`src/rtl/dmem_arbiter_if.sv`:
```
// Data-memory sharing bundle: MEM-stage pipeline port, secondary (loader/debug DMA) port
// and the single data-memory port, as seen from the arbiter (slave) and its environment (master).
interface dmem_arbiter_if #(
  parameter int unsigned ADDR_W = 32,
  parameter int unsigned DATA_W = 32
);
  logic              p_req;
  logic              p_we;
  logic [ADDR_W-1:0] p_addr;
  logic [DATA_W-1:0] p_wdata;
  logic [DATA_W-1:0] p_rdata;
  logic              p_stall;

  logic              s_valid;
  logic              s_ready;
  logic              s_we;
  logic [ADDR_W-1:0] s_addr;
  logic [DATA_W-1:0] s_wdata;
  logic              s_done;
  logic [DATA_W-1:0] s_rdata;

  logic              mem_re;
  logic              mem_we;
  logic [ADDR_W-1:0] mem_addr;
  logic [DATA_W-1:0] mem_wdata;
  logic [DATA_W-1:0] mem_rdata;

  modport slave (
    input  p_req, p_we, p_addr, p_wdata,
    input  s_valid, s_we, s_addr, s_wdata,
    input  mem_rdata,
    output p_rdata, p_stall,
    output s_ready, s_done, s_rdata,
    output mem_re, mem_we, mem_addr, mem_wdata
  );

  modport master (
    output p_req, p_we, p_addr, p_wdata,
    output s_valid, s_we, s_addr, s_wdata,
    output mem_rdata,
    input  p_rdata, p_stall,
    input  s_ready, s_done, s_rdata,
    input  mem_re, mem_we, mem_addr, mem_wdata
  );
endinterface

```
`src/rtl/dmem_arbiter.sv`:
```
// Shares one data memory between the MEM-stage pipeline port (priority, stalled when not
// served) and a valid/ready secondary port, with optional synchronous read latency.
module dmem_arbiter #(
  parameter int unsigned ADDR_W     = 32,
  parameter int unsigned DATA_W     = 32,
  parameter int unsigned MEM_LAT    = 0,
  parameter int unsigned STARVE_MAX = 4
) (
  input  logic           clk,
  input  logic           rst_n,
  dmem_arbiter_if.slave  bus
);

  localparam int unsigned LAT_W    = 3;
  localparam int unsigned STARVE_W = 4;
  localparam logic [LAT_W-1:0]    LAT_INIT = LAT_W'((MEM_LAT > 0) ? (MEM_LAT - 1) : 0);
  localparam logic [STARVE_W-1:0] STARVE_LIM = STARVE_W'(STARVE_MAX);

  typedef enum logic {IDLE, RD_WAIT} state_t;
  typedef enum logic {OWN_P, OWN_S} owner_t;

  typedef struct packed {
    logic              we;
    logic [ADDR_W-1:0] addr;
    logic [DATA_W-1:0] wdata;
  } req_t;

  state_t              state_q, state_d;
  owner_t              owner_q, owner_d;
  logic [LAT_W-1:0]    lat_q, lat_d;
  logic [STARVE_W-1:0] starve_q, starve_d;
  req_t                req_q, req_d;
  logic [DATA_W-1:0]   p_rdata_q, p_rdata_d;
  logic [DATA_W-1:0]   s_rdata_q, s_rdata_d;

  logic              grant_p, grant_s;
  logic              p_fin, s_fin;
  logic              mem_re_c, mem_we_c;
  logic [ADDR_W-1:0] mem_addr_c;
  logic [DATA_W-1:0] mem_wdata_c;

  // State, latched request, starvation counter and read-data holding registers
  always_ff @(posedge clk or negedge rst_n) begin
    if (!rst_n) begin
      state_q   <= IDLE;
      owner_q   <= OWN_P;
      lat_q     <= '0;
      starve_q  <= '0;
      req_q     <= '0;
      p_rdata_q <= '0;
      s_rdata_q <= '0;
    end else begin
      state_q   <= state_d;
      owner_q   <= owner_d;
      lat_q     <= lat_d;
      starve_q  <= starve_d;
      req_q     <= req_d;
      p_rdata_q <= p_rdata_d;
      s_rdata_q <= s_rdata_d;
    end
  end

  // Grant, memory sequencing and completion decode
  always_comb begin
    state_d     = state_q;
    owner_d     = owner_q;
    lat_d       = lat_q;
    starve_d    = starve_q;
    req_d       = req_q;
    p_rdata_d   = p_rdata_q;
    s_rdata_d   = s_rdata_q;
    grant_p     = 1'b0;
    grant_s     = 1'b0;
    p_fin       = 1'b0;
    s_fin       = 1'b0;
    mem_re_c    = 1'b0;
    mem_we_c    = 1'b0;
    mem_addr_c  = '0;
    mem_wdata_c = '0;

    case (state_q)
      IDLE: begin
        // Grants are suppressed while reset is asserted so every output reads as idle
        if (rst_n && bus.s_valid && (!bus.p_req || (starve_q == STARVE_LIM))) begin
          grant_s = 1'b1;
        end else if (rst_n && bus.p_req) begin
          grant_p = 1'b1;
        end

        if (grant_s) begin
          req_d.we    = bus.s_we;
          req_d.addr  = bus.s_addr;
          req_d.wdata = bus.s_wdata;
          owner_d     = OWN_S;
        end else if (grant_p) begin
          req_d.we    = bus.p_we;
          req_d.addr  = bus.p_addr;
          req_d.wdata = bus.p_wdata;
          owner_d     = OWN_P;
        end

        if (grant_s || grant_p) begin
          mem_re_c    = !req_d.we;
          mem_we_c    = req_d.we;
          mem_addr_c  = req_d.addr;
          mem_wdata_c = req_d.wdata;
          if (req_d.we || (MEM_LAT == 0)) begin
            p_fin = grant_p;
            s_fin = grant_s;
          end else begin
            state_d = RD_WAIT;
            lat_d   = LAT_INIT;
          end
        end
      end

      RD_WAIT: begin
        mem_re_c    = !req_q.we;
        mem_addr_c  = req_q.addr;
        mem_wdata_c = req_q.wdata;
        if (lat_q == '0) begin
          state_d = IDLE;
          p_fin   = (owner_q == OWN_P);
          s_fin   = (owner_q == OWN_S);
        end else begin
          lat_d = lat_q - LAT_W'(1);
        end
      end

      default: state_d = IDLE;
    endcase

    if (p_fin && !req_d.we) p_rdata_d = bus.mem_rdata;
    if (s_fin && !req_d.we) s_rdata_d = bus.mem_rdata;

    if (!bus.s_valid || grant_s) begin
      starve_d = '0;
    end else if (grant_p && (starve_q != STARVE_LIM)) begin
      starve_d = starve_q + STARVE_W'(1);
    end
  end

  assign bus.mem_re    = mem_re_c;
  assign bus.mem_we    = mem_we_c;
  assign bus.mem_addr  = mem_addr_c;
  assign bus.mem_wdata = mem_wdata_c;

  // Read data bypasses the holding register in its completion cycle
  assign bus.p_rdata = (p_fin && !req_d.we) ? bus.mem_rdata : p_rdata_q;
  assign bus.s_rdata = (s_fin && !req_d.we) ? bus.mem_rdata : s_rdata_q;
  assign bus.p_stall = rst_n && bus.p_req && !p_fin;
  assign bus.s_ready = grant_s;
  assign bus.s_done  = s_fin;

endmodule

```
`src/flat_wrapper.sv`:
```
// flat-port wrapper written by rule: the top's interface ports become plain ports
module dmem_arbiter_flat 
#(
  parameter int unsigned ADDR_W     = 32,
  parameter int unsigned DATA_W     = 32,
  parameter int unsigned MEM_LAT    = 0,
  parameter int unsigned STARVE_MAX = 4
)
  (clk, rst_n, bus_p_req, bus_p_we, bus_p_addr, bus_p_wdata, bus_s_valid, bus_s_we, bus_s_addr, bus_s_wdata, bus_mem_rdata, bus_p_rdata, bus_p_stall, bus_s_ready, bus_s_done, bus_s_rdata, bus_mem_re, bus_mem_we, bus_mem_addr, bus_mem_wdata);
  dmem_arbiter_if #(.ADDR_W(ADDR_W), .DATA_W(DATA_W)) bus_i ();
  input  logic clk;
  input  logic rst_n;
  input wire logic [$bits(bus_i.p_req)-1:0] bus_p_req;
  input wire logic [$bits(bus_i.p_we)-1:0] bus_p_we;
  input wire logic [$bits(bus_i.p_addr)-1:0] bus_p_addr;
  input wire logic [$bits(bus_i.p_wdata)-1:0] bus_p_wdata;
  input wire logic [$bits(bus_i.s_valid)-1:0] bus_s_valid;
  input wire logic [$bits(bus_i.s_we)-1:0] bus_s_we;
  input wire logic [$bits(bus_i.s_addr)-1:0] bus_s_addr;
  input wire logic [$bits(bus_i.s_wdata)-1:0] bus_s_wdata;
  input wire logic [$bits(bus_i.mem_rdata)-1:0] bus_mem_rdata;
  output wire logic [$bits(bus_i.p_rdata)-1:0] bus_p_rdata;
  output wire logic [$bits(bus_i.p_stall)-1:0] bus_p_stall;
  output wire logic [$bits(bus_i.s_ready)-1:0] bus_s_ready;
  output wire logic [$bits(bus_i.s_done)-1:0] bus_s_done;
  output wire logic [$bits(bus_i.s_rdata)-1:0] bus_s_rdata;
  output wire logic [$bits(bus_i.mem_re)-1:0] bus_mem_re;
  output wire logic [$bits(bus_i.mem_we)-1:0] bus_mem_we;
  output wire logic [$bits(bus_i.mem_addr)-1:0] bus_mem_addr;
  output wire logic [$bits(bus_i.mem_wdata)-1:0] bus_mem_wdata;
  assign bus_i.p_req = bus_p_req;
  assign bus_i.p_we = bus_p_we;
  assign bus_i.p_addr = bus_p_addr;
  assign bus_i.p_wdata = bus_p_wdata;
  assign bus_i.s_valid = bus_s_valid;
  assign bus_i.s_we = bus_s_we;
  assign bus_i.s_addr = bus_s_addr;
  assign bus_i.s_wdata = bus_s_wdata;
  assign bus_i.mem_rdata = bus_mem_rdata;
  assign bus_p_rdata = bus_i.p_rdata;
  assign bus_p_stall = bus_i.p_stall;
  assign bus_s_ready = bus_i.s_ready;
  assign bus_s_done = bus_i.s_done;
  assign bus_s_rdata = bus_i.s_rdata;
  assign bus_mem_re = bus_i.mem_re;
  assign bus_mem_we = bus_i.mem_we;
  assign bus_mem_addr = bus_i.mem_addr;
  assign bus_mem_wdata = bus_i.mem_wdata;
  dmem_arbiter #(.ADDR_W(ADDR_W), .DATA_W(DATA_W), .MEM_LAT(MEM_LAT), .STARVE_MAX(STARVE_MAX)) u_core (.clk(clk), .rst_n(rst_n), .bus(bus_i));
endmodule
```
`config.mk`:
```
export PLATFORM = sky130hd
export DESIGN_NAME = dmem_arbiter_flat
export DESIGN_NICKNAME = d
export VERILOG_FILES = /design/src/rtl/dmem_arbiter_if.sv /design/src/rtl/dmem_arbiter.sv /design/src/flat_wrapper.sv
export SDC_FILE = /design/constraint.sdc
export NUM_CORES = 1
export LEC_CHECK = 0
export ABC_AREA = 1
export BUFFER_PORTS_ARGS = -buffer_cell sky130_fd_sc_hd__buf_2
export CORE_MARGIN = 4
export CORE_UTILIZATION = 45
export DETAILED_ROUTE_END_ITERATION = 7
export PLACE_DENSITY_LB_ADDON = 0.15
export SLEW_MARGIN = 20
export SYNTH_ARGS = -nofsm -noshare
export SYNTH_HDL_FRONTEND = slang
export SYNTH_SLANG_ARGS = --single-unit
```
`constraint.sdc`:
```
create_clock -name clk -period 3.75 [get_ports clk]
set_input_delay 0.75 -clock clk [delete_from_list [all_inputs] [get_ports clk]]
set_output_delay 0.75 -clock clk [all_outputs]
set_load 0.02 [all_outputs]
```
# After elaboration in Yosys (flattened, before gate mapping)
# Cells that the tools add are included.
# word_totals
register_bits,138
inputBits,166
output_inout_bits,133
elab_cells,72
# classes
addsub,2
eq_ne,3
muxes,35
bitwise,2
reduce_logical,21
# op_table
op,count
$mux 65,4
$mux 32,4
$pmux 32 s2,2
$mux 1,17
$mux 4,2
$pmux 1 s2,4
$logic_and 1x1->1,7
$logic_not 1->1,6
$mux 3,2
$add 4x1->4 const B,1
$eq 4x3->1 const B,1
$ne 4x3->1 const B,1
$reduce_and 2->1,2
$reduce_bool 2->1,2
$logic_not 3->1,1
$logic_or 1x1->1,3
$sub 3x1->3 const B,1
$ne 2x2->1 const B,1
$not 1->1,2

# Longest topological paths before layout
# Gate-level depths: netlist of the first run.
# depth
ltp_word,12
mapped_depth,13
ltp_nobuf,12

# Worst setup path after synthesis of the first run
# No wires, ideal clock.
# synth_timing
path_type,in2out
from,input port rst_n
to,output port bus_mem_addr[26]
arrival_time_ns,1.851
required_time_ns,3.000
slack_ns,1.149
cell_stages,9
path_buffers,2
path_cell_list,nand2_1 -> a21oi_2 -> nor2_1 -> buf_2 -> buf_2 -> nand2_1 -> nand2_1 -> nand2_1 -> o21ai_0
# synth_via
elab_chain_cells,9
word_cells_on_any_way,14
classes_between,10 x mux; 4 x reduce/logical
# synth_rtl
item,line,source
from (decl),flat_wrapper.sv:12,input logic rst_n;
$logic_and 1x1->1 (on tied branches),"dmem_arbiter.sv:86, dmem_arbiter.sv:84",
$mux 1 or $logic_and 1x1->1 (tied branches),"dmem_arbiter.sv:86, dmem_arbiter.sv:84",
$mux 1,dmem_arbiter.sv:84,if (rst_n && bus.s_valid && (!bus.p_req || (starve_q == STARVE_LIM))) begin
$mux 1,dmem_arbiter.sv:81,case (state_q)
$mux 65,dmem_arbiter.sv:95,end else if (grant_p) begin
$mux 65,dmem_arbiter.sv:90,if (grant_s) begin
$mux 65,dmem_arbiter.sv:81,
$mux 32 *,dmem_arbiter.sv:102,if (grant_s || grant_p) begin
$pmux 32 s2 *,dmem_arbiter.sv:81,
to (decl),flat_wrapper.sv:29,output wire logic [$bits(bus_i.mem_addr)-1:0] bus_mem_addr;
# Every way passes the cells marked *; elsewhere a longest branch is shown, timed or not. The select of a mux whose other input is x is not followed.

# Worst setup path in the final report of the first run
# layout_timing
from,register u_core.starve_q[0]
to,output port bus_mem_wdata[27]
# layout_via
elab_chain_cells,10
word_cells_on_any_way,13
classes_between,1 x eq/ne; 9 x mux; 3 x reduce/logical
# layout_rtl
item,line,source
from (decl),dmem_arbiter.sv:31,"logic [STARVE_W-1:0] starve_q, starve_d;"
from (signal assigned),dmem_arbiter.sv:56,starve_q <= starve_d;
$eq 4x3->1 *,dmem_arbiter.sv:84,
$logic_or 1x1->1 *,dmem_arbiter.sv:84,
$logic_and 1x1->1 *,dmem_arbiter.sv:84,
$mux 1,dmem_arbiter.sv:84,
$mux 1,dmem_arbiter.sv:81,
$mux 65,dmem_arbiter.sv:95,
$mux 65,dmem_arbiter.sv:90,
$mux 65,dmem_arbiter.sv:81,
$mux 32 *,dmem_arbiter.sv:102,
$pmux 32 s2 *,dmem_arbiter.sv:81,
to (decl),flat_wrapper.sv:30,output wire logic [$bits(bus_i.mem_wdata)-1:0] bus_mem_wdata;
# Marked as above.

==> metrics.txt, run 1 <==
cts bufs inserted 17; via count 7,201; Die Y 133 um; DR DRC count 0; Clk pwr share 40.0%; Initial Util 46.1%; DR iter-0 viols 373; Antenna Nets Post-Route 0; GRT met1 Usage 30.8%; gr busiest metal met2; fin crit share 91.3%; vias in the first global route 6,963; max incr delay on CP 0.55 ns; most common cell in the synthesized netlist nand2_1; PortBufs 298; WP data arrival 2.67 ns; Die W 133 um; Syn Area/Cell 7.23 um2; met3 GRT Util 6.08%; type of destination of the critical path primary output; sequential share of power 36.7%; Unique masters post-synth 21; All-Layer GR Usage 23.9%; Routed WL per cell 14.5 um; fraction of registers with async set/reset 100%; EDFF count, synth 0; internal power 0.00348 W; actual slew at the worst max-slew pin 0.787 ns; setup_tns 0 ns; Detailed Route WL 21,000 um; grt ovf 0; Synth area leaders dfrtp_1 (49%), nand2_1 (26%), nand3_1 (9.7%); worst r2r path cells 9; # IOs 299; crit path launch type flop; Max-Cap Viols 0; post-synth top area share 49.3%; switching pwr 0.00150 W; CTS HTree Levels 4; Final min period 3.42 ns; Layout area overhead 33.4%; dominant synthesized flop cell dfrtp_1; Gate power share 23.4%; CP top delay family buffers and inverters; Pwr Density 532 nW/um2; met2 Use GR 39.2%; clk slew on worst S/H paths 0.06 ns; final setup vio count 0; Syn. warnings 0; synth cell count leaders nand2_1 (488), dfrtp_1 (138), nand3_1 (136); post-CTS setup buffers 0; initial antenna violation count 1; crit path kind flop to primary output; Placer Congestion 0.811; share of layout cells above drive strength 1 28.7%; Final Hold Vio Count 0; clock root buffer clkbuf_16; First-pass DRT Iterations 4; Critical Path RT 3.00 ns; nets 1,414; run status finished, final reports clean; Worst path slowest cell buf_4; Die ar. 17,600 um2; RSZ-0062 raised after global routing false; Synth area leader dfrtp_1; Util after Layout 61.5%; clock latency on the worst-skew pair 0.42 ns; CP bufs+invs 3; Placeable Area 15,200 um2; Setup Skew 0.0121 ns; Leak 5.50 nW; filler cell count 1,485; pin count of the biggest net entering global routing 87; Post-Synthesis Cells 968; CTS Sinks 138; sequential share of the synthesized area 49.3%; worst vdd ir 0.000326 V; CTS max path bufs 2; worst-path maximum fanout 64; maximum clock frequency 0.292 GHz; Via density 4.98; Crit. path cell count 10; Net Count, Synth 1,138; Yosys reg bits 138; Rows 45; Syn Std Cell Area 7000 um2; Slew Viols, Final 0; CTS tree yes; HP Class input port to async pin; crit path cell chain inv_1 -> ha_1 -> nand3_1 -> a21oi_4 -> buf_4 -> nand2_1 -> nand2_1 -> nand2_1 -> o21ai_0 -> buf_2; slew margin rel. 47.5%; most used cell, CP nand2_1; first-pass GRT wire length 34,400 um; Sw Ratio 30.1%; Detailed Place HPWL 14,700 um
-- cells in the final DEF (no fill, tap or decap) --
cell | Yosys | final
nand2_1 | 488 | 488
buf_2 | 29 | 297
dfrtp_1 | 138 | 138
nand3_1 | 136 | 136
o21ai_0 | 72 | 72
inv_1 | 47 | 45
clkbuf_16 | 0 | 17
buf_4 | 1 | 15
clkbuf_8 | 0 | 6
bufinv_16 | 0 | 6
nor2_1 | 6 | 5
nand2_2 | 5 | 4
ha_1 | 4 | 4
buf_6 | 6 | 4
inv_2 | 1 | 2
a21oi_1 | 2 | 2
xnor2_1 | 2 | 2
xor2_1 | 2 | 2
buf_12 | 0 | 2
diode_2 | 0 | 1
a21oi_4 | 0 | 1
nand3b_2 | 1 | 1
or2_2 | 1 | 1
nand2_4 | 0 | 1
nor2_4 | 0 | 1
clkinv_1 | 0 | 1
o31ai_1 | 1 | 1
inv_6 | 0 | 1
clkinvlp_4 | 0 | 1
clkinv_4 | 0 | 1
-- worst paths after layout --
check	startpoint	end	slack (ns)
min in group clk	u_core.s_rdata_q[5]	u_core.s_rdata_q[5]	0.46
worst max-delay path	u_core.starve_q[0]	bus_mem_wdata[27]	0.33
worst min-delay path	rst_n	u_core.req_q[8]	0.46
worst max register to register	u_core.starve_q[0]	u_core.req_q[9]	1.58
max in group asynchronous	rst_n	u_core.req_q[62]	2.73
worst min register to register	u_core.s_rdata_q[5]	u_core.s_rdata_q[5]	0.46
-- layout make-up --
cell class                 instances  area, um2  share of cell area (%)
inverter                          48        180                    1.93
antenna                            1       2.50                  0.0268
clock inverter                     9        205                    2.20
multi-input combinational        721       3080                    32.9
tap                              188        235                    2.52
sequential                       138       3450                    37.0
timing repair buffer             318       1680                    18.0
clock buffer                      23        508                    5.44
-- per-layer routing --
| layer | vias to the layer above | wire length [um] |
|---|---|---|
| met5 | - | 0 |
| met4 | 0 | 490 |
| li1 | 3597 | - |
| met2 | 258 | 10300 |
| met1 | 3311 | 8770 |
| met3 | 35 | 1380 |
-- per-stage QoR --
step,std cells,instance area (um2),worst slack [ns],power (W),hold WS [ns]
final,1446,9340,0.326,0.00497,0.460
after global routing,1446,9340,0.0876,0.00524,0.480
after CTS,1445,9330,0.192,0.00502,0.466
after detailed placement,1413,8610,0.392,0.00301,0.452
after global placement,1413,8610,0.404,0.00299,0.445
after floorplan,968,7000,1.15,0.00255,0.442
-- what timing repair did --
item	CTS	global route
hold buffers	0	0
setup endpoints to repair	0	32
resized for setup	0	3
-- kinds of logic after synthesis --
kind of cell               Yosys count  synth area share [%]
xor gates and xnor gates             4                 0.500
buffers and inverters              109                  7.06
and+or+nand+nor                    637                  36.9
adders and majority gates            4                 0.715
AOI/OAI and AO/OA                   76                  5.52
DFF                                138                  49.3
-- registers in the layout, indices dropped and copies added, names as in the netlist --
name	cells
u_core.s_rdata_q	32
u_core.lat_q	3
u_core.state_q	1
u_core.req_q	65
u_core.starve_q	4
u_core.owner_q	1
u_core.p_rdata_q	32
-- power groups by stage --
| stage | sequential (W) | combinational, W | clock (W) |
|---|---|---|---|
| floorplan | 0.00182 | 0.000729 | 0 |
| global placement | 0.00184 | 0.00115 | 0 |
| detailed placement | 0.00184 | 0.00117 | 0 |
| CTS | 0.00182 | 0.00117 | 0.00203 |
| global route | 0.00184 | 0.00130 | 0.00210 |
| finish | 0.00182 | 0.00116 | 0.00199 |
-- worst register-to-register path: stages (launching register included) --
cell	delay, ns
dfrtp_1	0.39
inv_1	0.09
ha_1	0.15
nand3_1	0.18
a21oi_4	0.22
buf_4	0.55
nand2_1	0.17
nand2_1	0.11
nand2_1	0.07
o21ai_0	0.14
Power figures use the tool's default switching activity.
==> run 2: changes to the inputs <==
- CORE_UTILIZATION: 45 -> 44
- clock period: 3.75 -> 2.8 ns (I/O delays scaled with it)
==> metrics.txt, run 2 (synthesized netlist as in run 1, its figures left out) <==
most common cell after layout, fill and taps aside nand2_1; Initial Util 45.6% (-0.51 points); final setup vio count 48 (+48); crit path launch u_core.starve_q[1]; met2 Use GR 42.6% (+3.4 points); gr busiest metal met2; Via density 5.20 (+4.4%); Detailed Route WL 26,800 um (+28%); Antenna Nets Post-Route 0 (unchanged); Rows 45 (unchanged); Max-Cap Viols 0 (unchanged); crit path cell chain inv_2 -> ha_4 -> nand3_4 -> a21oi_4 -> buf_6 -> nor2_4 -> nand2_2 -> nand2_4 -> nand2_8 -> clkbuf_16 -> nand2_1 -> nand2_2 -> buf_6; RSZ-0062 raised after global routing true; clock root buffer clkbuf_16; commonest non-fill, non-tap cells in the layout nand2_1 (324), buf_2 (196), dfrtp_1 (138), nand2_2 (118), nand3_1 (102); Setup Skew 0.00955 ns (-0.00253 ns); type of destination of the critical path primary output; Die ar. 18,000 um2 (+2.1%); RR Endpoint u_core.starve_q[0]; crit path kind flop to primary output; failing checks negative setup slack; Placer Congestion 0.845 (+4.2%); crit path launch type flop; worst r2r path cells 13 (+4); HP Class input port to async pin; Pwr Density 601 nW/um2 (+13%); fin crit share 103%; Crit. path cell count 13 (+3); top flop regs u_core.req_q x65, u_core.p_rdata_q x32, u_core.s_rdata_q x32; # IOs 299 (unchanged); max incr delay on CP 0.39 ns (-0.16 ns); Placed Area 8760 um2 (+1.7%); CTS Sinks 138 (unchanged); via count 8,055 (+12%); r2r setup slk 0.68 ns (-0.90 ns); CTS HTree Levels 4 (unchanged); First-pass DRT Iterations 7 (+3); maximum clock frequency 0.348 GHz; CP bufs+invs 4 (+1); Layout area overhead 67.6%; slew margin rel. 36.4% (-11 points); Biggest register u_core.req_q; Die Y 134 um (+1.1%); Largest register FFs 65 (unchanged); WP data arrival 2.31 ns (-0.36 ns); clk slew on worst S/H paths 0.06 ns (about the same); CP top delay family simple AND/OR/NAND/NOR gates; met3 GRT Util 6.04% (-0.045 points); initial antenna violation count 1 (unchanged); RR Startpoint u_core.starve_q[1]; DR iter-0 viols 575 (+54%); Routed WL per cell 17.3 um (+19%); Tot Pwr 0.00705 W (+42%); Final min period 2.87 ns; worst-path maximum fanout 8 (-88%); Slew Viols, Final 0 (unchanged); CTS tree yes; Ant. Diodes 0 (-1); cts bufs inserted 17 (unchanged); Die W 134 um (+1.1%); vias in the first global route 7,104 (+2.0%); All-Layer GR Usage 24.9% (+1.0 points); DR DRC count 0 (unchanged); Leak 6.40 nW (+16%); crit path to bus_p_rdata[17]; Placeable Area 15,400 um2 (+1.1%); nets 1,497 (+5.9%); Detailed Place HPWL 14,900 um (+1.2%); Final Hold Vio Count 0 (unchanged); worst vdd ir 0.000445 V (+36%); final worst setup slack -0.0702 ns (-0.396 ns); Critical Path RT 2.24 ns (-0.76 ns); final instance area 11,700 um2 (+26%); GRT met1 Usage 32.2% (+1.4 points); clock latency on the worst-skew pair 0.42 ns (about the same); share of layout cells above drive strength 1 48.8% (+20 points); actual slew at the worst max-slew pin 0.955 ns (+0.168 ns); pin count of the biggest net entering global routing 89 (+2.3%); CTS max path bufs 2 (unchanged); grt ovf 0 (unchanged); PortBufs 298 (unchanged); first-pass GRT wire length 36,100 um (+4.7%); run status finished, violations left; Worst path slowest cell dfrtp_1
run 2: cell types whose count changed in the layout (fill, tap and decap cells not counted), sizes merged:
cell         previous run  this run
buf                   318       390
clkbuf                 23        30
bufinv                  6         1
clkinvlp                1         5
clkinv                  2         5
diode                   1         0
dlygate4sd3             0         1
run 2: worst min-delay path by stage:
stage	from	end	slack [ns]	depth (start not counted)
after detailed placement	rst_n	u_core.req_q[50]	0.35	1
after floorplan	rst_n	u_core.lat_q[0]	0.26	0
after global placement	rst_n	u_core.req_q[50]	0.35	1
after global routing	bus_mem_rdata[9]	u_core.s_rdata_q[9]	0.42	3
final	rst_n	u_core.req_q[20]	0.36	2
after CTS	rst_n	u_core.req_q[28]	0.38	2
run 2: cell type report:
type / instances / area (um2)
Multi-Input combinational cell: 721 / 4030
Timing Repair Buffer: 401 / 3260
Fill cell: 1088 / 3640
Sequential cell: 138 / 3450
Tap cell: 211 / 264
Clock inverter: 11 / 100
Inverter: 48 / 180
Clock buffer: 20 / 447
run 2: layer usage:
metal	wire [um]	vias to the layer above
li1	-	3789
met1	10600	3852
met2	13500	349
met3	1930	63
met4	722	2
met5	7	-
run 2: repair_timing:
| item | in CTS | in global routing |
|---|---|---|
| pin swaps | 4 | 65 |
| setup endpoints to repair | 130 | 129 |
| resized for setup | 106 | 403 |
| buffers inserted | 15 | 44 |
| hold endpoints to repair | 3 | 0 |
| gates cloned | 5 | 12 |
| hold buffers | 1 | 0 |
run 2: through the flow:
stage | instances | TNS, ns | utilization, % | hold slack (ns) | setup WS [ns]
2_1_floorplan | 968 | 0 | - | 0.264 | 0.561
3_3_place_gp | 1445 | 0 | 57.0 | 0.353 | 0.0901
3_5_place_dp | 1445 | 0 | 57.0 | 0.353 | 0.0697
4_1_cts | 1497 | -0.00561 | 64.4 | 0.377 | -0.00542
5_1_grt | 1550 | -11.29 | 76.3 | 0.415 | -0.162
6_report | 1550 | -0.753 | 76.3 | 0.361 | -0.0702
run 2: power breakdown:
part	total (W)	switching (W)	internal (W)
sequential	0.00249	0.000163	0.00233
clock	0.00209	0.000852	0.00124
combinational	0.00247	0.00135	0.00111
